`config.mk`:
```
export PLATFORM = sky130hd
export DESIGN_NAME = hold_queue
export DESIGN_NICKNAME = d
export VERILOG_FILES = /design/src/rtl/hold_queue.sv
export SDC_FILE = /design/constraint.sdc
export NUM_CORES = 1
export LEC_CHECK = 0
export CORE_AREA = 2 2 169 171
export DETAILED_ROUTE_END_ITERATION = 16
export DIE_AREA = 0 0 171 173
export DONT_BUFFER_PORTS = 1
export GPL_ROUTABILITY_DRIVEN = 0
export SLEW_MARGIN = 20
export SYNTH_ARGS = -nofsm -noshare
export SYNTH_HDL_FRONTEND = slang
export SYNTH_SLANG_ARGS = --single-unit
```
`constraint.sdc`:
```
create_clock -name c_clk -period 6 [get_ports c_clk]
set_input_delay 0 -clock c_clk [delete_from_list [all_inputs] [get_ports c_clk]]
set_output_delay 0 -clock c_clk [all_outputs]
set_load 0.01 [all_outputs]
```
`src/rtl/hold_queue.sv`:
```
// hold_queue: assembles two-cycle requests (command + operand 1, then
// operand 2) into single entries and buffers up to DEPTH of them in a FIFO.
// The oldest entry is offered to the consumer over a valid/ready handshake.
// A completed entry that finds the FIFO full (and no pop in the same cycle)
// is discarded and reported on hold_drop.
// Optional feature: define HOLDQ_STATS_EN to get a saturating 8-bit drop
// counter on hold_drop_cnt; without it the port is tied to 0.
module hold_queue #(
  parameter int CW    = 4,
  parameter int DW    = 32,
  parameter int DEPTH = 4,
  parameter int CNTW  = $clog2(DEPTH + 1)
) (
  input  logic            c_clk,
  input  logic            reset,
  input  logic [CW-1:0]   req_cmd_in,
  input  logic [DW-1:0]   req_data_in,
  output logic            hold_valid,
  input  logic            hold_ready,
  output logic [CW-1:0]   hold_prio_req,
  output logic [DW-1:0]   hold_data1,
  output logic [DW-1:0]   hold_data2,
  output logic [CNTW-1:0] hold_count,
  output logic            hold_full,
  output logic            hold_drop,
  output logic [7:0]      hold_drop_cnt
);

  localparam int AW = $clog2(DEPTH);
  localparam int EW = CW + 2 * DW;
  localparam logic [CNTW-1:0] DEPTH_C = CNTW'(DEPTH);

  typedef enum logic {
    ST_IDLE = 1'b0,
    ST_OP2  = 1'b1
  } state_t;

  state_t          state_reg, state_next;
  logic [CW-1:0]   cmd_reg, cmd_next;
  logic [DW-1:0]   op1_reg, op1_next;
  logic            push_try;

  logic [AW-1:0]   wr_ptr_reg, rd_ptr_reg;
  logic [CNTW-1:0] count_reg, count_next;
  logic            drop_reg;

  logic [EW-1:0]   mem [DEPTH];
  logic [EW-1:0]   head_word;
  logic            pop, push_ok, drop;

  // Assembly state: command and first operand held while waiting for operand 2.
  always_ff @(posedge c_clk) begin
    if (!reset) begin
      state_reg <= ST_IDLE;
      cmd_reg   <= '0;
      op1_reg   <= '0;
    end else begin
      state_reg <= state_next;
      cmd_reg   <= cmd_next;
      op1_reg   <= op1_next;
    end
  end

  // Next-state logic: a non-zero command opens a request; the following
  // cycle carries operand 2 regardless of what the command bus shows.
  always_comb begin
    state_next = state_reg;
    cmd_next   = cmd_reg;
    op1_next   = op1_reg;
    push_try   = 1'b0;
    case (state_reg)
      ST_IDLE: begin
        if (req_cmd_in != '0) begin
          cmd_next   = req_cmd_in;
          op1_next   = req_data_in;
          state_next = ST_OP2;
        end
      end
      ST_OP2: begin
        push_try   = 1'b1;
        state_next = ST_IDLE;
      end
      default: state_next = ST_IDLE;
    endcase
  end

  // A push may use the slot freed by a same-cycle pop, so a full FIFO
  // being drained never loses an entry.
  always_comb begin
    pop     = (count_reg != '0) && hold_ready;
    push_ok = push_try && ((count_reg < DEPTH_C) || pop);
    drop    = push_try && !push_ok;
  end

  // Entry storage; written only on a successful push, never reset.
  always_ff @(posedge c_clk) begin
    if (reset && push_ok) begin
      mem[wr_ptr_reg] <= {cmd_reg, op1_reg, req_data_in};
    end
  end

  // Occupancy bookkeeping: a simultaneous push and pop leaves it unchanged.
  always_comb begin
    count_next = count_reg;
    case ({push_ok, pop})
      2'b10:   count_next = count_reg + CNTW'(1);
      2'b01:   count_next = count_reg - CNTW'(1);
      default: count_next = count_reg;
    endcase
  end

  // Pointers wrap naturally; full/empty come from the count, not from them.
  always_ff @(posedge c_clk) begin
    if (!reset) begin
      wr_ptr_reg <= '0;
      rd_ptr_reg <= '0;
      count_reg  <= '0;
      drop_reg   <= 1'b0;
    end else begin
      if (push_ok) wr_ptr_reg <= wr_ptr_reg + AW'(1);
      if (pop)     rd_ptr_reg <= rd_ptr_reg + AW'(1);
      count_reg <= count_next;
      drop_reg  <= drop;
    end
  end

`ifdef HOLDQ_STATS_EN
  logic [7:0] drop_cnt_reg;

  // Saturating drop counter, cleared only by reset.
  always_ff @(posedge c_clk) begin
    if (!reset) begin
      drop_cnt_reg <= '0;
    end else if (drop && (drop_cnt_reg != 8'hFF)) begin
      drop_cnt_reg <= drop_cnt_reg + 8'd1;
    end
  end

  assign hold_drop_cnt = drop_cnt_reg;
`else
  assign hold_drop_cnt = 8'h00;
`endif

  // Head is a combinational read at the read pointer, forced to 0 when empty
  // so stale storage contents never leak out.
  assign head_word  = mem[rd_ptr_reg];
  assign hold_valid = (count_reg != '0);
  assign {hold_prio_req, hold_data1, hold_data2} = hold_valid ? head_word : '0;
  assign hold_count = count_reg;
  assign hold_full  = (count_reg == DEPTH_C);
  assign hold_drop  = drop_reg;

endmodule

```
==> flow_summary.yaml <==
logic_synthesis:
  yosysWarnings: 0
  yosysSeqAreaShare_pct: 74.05
  syn_area_sq_mm: 0.01230
  synth-seq-cells: 319
  ys_types: 28
  avgSynthCellArea_sq_um: 18.52
  synth_cells: 664
sta:
  finalHoldViolCount: 0
  max_freq_mhz: 342.6
  setup_ws_ns: 3.081
  grt_setup_unrepaired: "no"
  final_max_slew_viol_count: 0
  setup_viol: 0
  finalSetupTns_ns: 0
  finalCritPeriodShare_pct: 48.65
  period_needed_ns: 2.919
  tightest_slew_ns: 0.7729
  fin_skew_ns: 0.009898
  slew_headroom_pct: 48.47
placement:
  hpwl_microns: 12270
  placedCellCount: 1011
  io_buffers: 0
  dp_slack_ns: 3.076
cts:
  cts_sinks: 319
  cts-resized-gates: 0
  post_cts_buffers: 0
  cts_tree: "done"
  clock_latency_ns: 0.50
  cts_buffers: 34
  ctsHoldBuffers: 44
  cts.htree.levels: 2
  cts-root-buf: "clkbuf_16"
  clk_pin_slew_ns: 0.06
  clockBufferDepth: 3
routing:
  wl_per_cell_microns: 20.39
  drc: 0
  vias_per_cell: 5.187
  antenna_left: 0
  routed_wl_microns: 22810
  dr_total_vias: 5804
  drt_iter0_drc: 387
  drtPass1Iterations: 4
job:
  cap_violations: 0
grt:
  first_global_vias: 6230
  antenna_found_initial: 1
  track_usage_pct: 15.85
  grt_max_degree: 72
  grt_first_pass_wirelength_microns: 35880
  grt-ovfl-total: 0
final_layout:
  fillers: 2254
  final_cell_count_no_fill: 1119
  drive_gt1_share_pct: 17.43
  largest_reg_flops: 272
  final_util_pct: 51.55
  fin_nets: 759
  synthToLayoutAreaGrowth_pct: 15.80
critical_path:
  crit_arrival_ns: 2.92
  cp-start-kind: "flop"
  cp.required_ns: 6.00
  critical_path_class: "reg2out"
  reg2reg_slack_ns: 3.13
  worstPathMaxFanout: 35
  worst_setup_path_end_kind: "output port"
die:
  core_sq_mm: 0.02763
  dieArea_sq_mm: 0.02958
  die_x_microns: 171
  num_rows: 61
  start_util_pct: 44.52
  die_y_microns: 173
  ios: 121
run_status:
  outcome: "finished clean"
worst_hold_path:
  min_path_type: "in2reg"
power_and_ir_drop:
  p_per_area_mw_per_mm2: 404.4
  p_leak_nw: 4.732
  irDropWorstVdd_uv: 557.7
-- synth_stat cells, drive strengths merged --
cell      n  area share (%)
edfxtp  272              66
and2     73             3.7
nand2    71             2.2
mux4     68              12
dfxtp    47             7.6
mux2i    32             2.6
buf      23             1.6
clkbuf   22            0.67
o21ai     9            0.37
a21oi     8            0.33
inv       7            0.21
nor2      7            0.21
ha        5            0.51
nor3      5            0.20
xor2      3            0.21
nand3     2           0.081
or3       2            0.10
and3      1           0.051
conb      1           0.030
fa        1            0.16
nand2b    1           0.051
nand4b    1           0.071
nor2b     1           0.051
nor4      1           0.051
o311ai    1           0.071
-- critical path, stage by stage (launching register included) --
cell     delay, ns
dfxtp_4       0.83
buf_4         0.71
mux4_2        0.62
and2_1        0.21
-- report_power, final --
group	internal (mW)	switching, mW	leakage, nW	total, mW
Combinational	0.493	0.665	1.34	1.16
Clock	1.19	0.778	0.520	1.97
Sequential	2.50	0.128	2.88	2.63
Total	4.19	1.57	4.73	5.76
-- placed cells by master, fill, tap and decap left out, drive strengths merged --
master,n
and2,73
clkinvlp,1
nand2b,1
nand3,2
clkbuf,51
o311ai,1
or3,2
nor2b,1
dlygate4sd3,43
nor3,5
nand2,71
dfxtp,47
nand4b,1
clkinv,9
xor2,3
and3,1
fa,1
buf,9
bufinv,1
nor4,1
ha,5
edfxtp,272
nor2,7
inv,7
o21ai,9
diode,1
mux2i,32
a21oi,8
mux4,68
conb,8
-- metrics by stage --
stage          hold slack (ns)  instance area [sq um]  total power [mW]
4_1_cts                 0.2320                  14210             5.865
2_1_floorplan          0.09887                  12330             3.596
6_report                0.2431                  14240             5.760
5_1_grt                 0.2348                  14240             6.045
3_5_place_dp           0.09908                  12680             3.839
3_3_place_gp           0.09916                  12570             3.802
-- kinds of logic (layout without fill, tap and decap cells) --
kind of cell | Yosys count | count (layout) | synth area share [%]
buf+inv | 52 | 121 | 2.462
flops | 319 | 319 | 74.05
other cells | 1 | 9 | 0.03049
xor+xnor | 3 | 3 | 0.2136
fa+ha+maj | 6 | 6 | 0.6714
compound gates | 18 | 18 | 0.7629
mux | 100 | 100 | 15.05
simple gates | 165 | 165 | 6.754
-- layer usage --
layer	up-vias	global-route usage [%]	share of wire, %
li1	2631	-	-
met1	3001	21.02	43
met2	142	26.50	50
met3	30	3.777	5.6
met4	0	3.814	1.4
met5	-	0	0
-- final timing paths --
path                                              endpoint                       start  cells past startpoint
worst min-delay path               cmd_reg[3]$_SDFFE_PN0P_               req_cmd_in[3]                      3
worst max-delay path                        hold_data1[18]                        flop                      3
worst min register to register        mem[3][47]$_DFFE_PP_    op1_reg[15]$_SDFFE_PN0P_                      0
worst max register to register  hold_count[2]$_SDFFE_PN0P_  hold_count[2]$_SDFFE_PN0P_                      9
-- final cells by class --
cell class / instances / area [sq um] / share of cell area, %
antenna: 1 / 2.502 / 0.01757
clock buffer: 51 / 998.5 / 7.010
clock inverter: 11 / 75.07 / 0.5271
inverter: 7 / 26.28 / 0.1845
multi-input combinational: 300 / 2934 / 20.60
sequential: 319 / 9116 / 64.00
tap: 378 / 473.0 / 3.320
timing repair buffer: 52 / 618.1 / 4.339
Power figures use the tool's default switching activity.
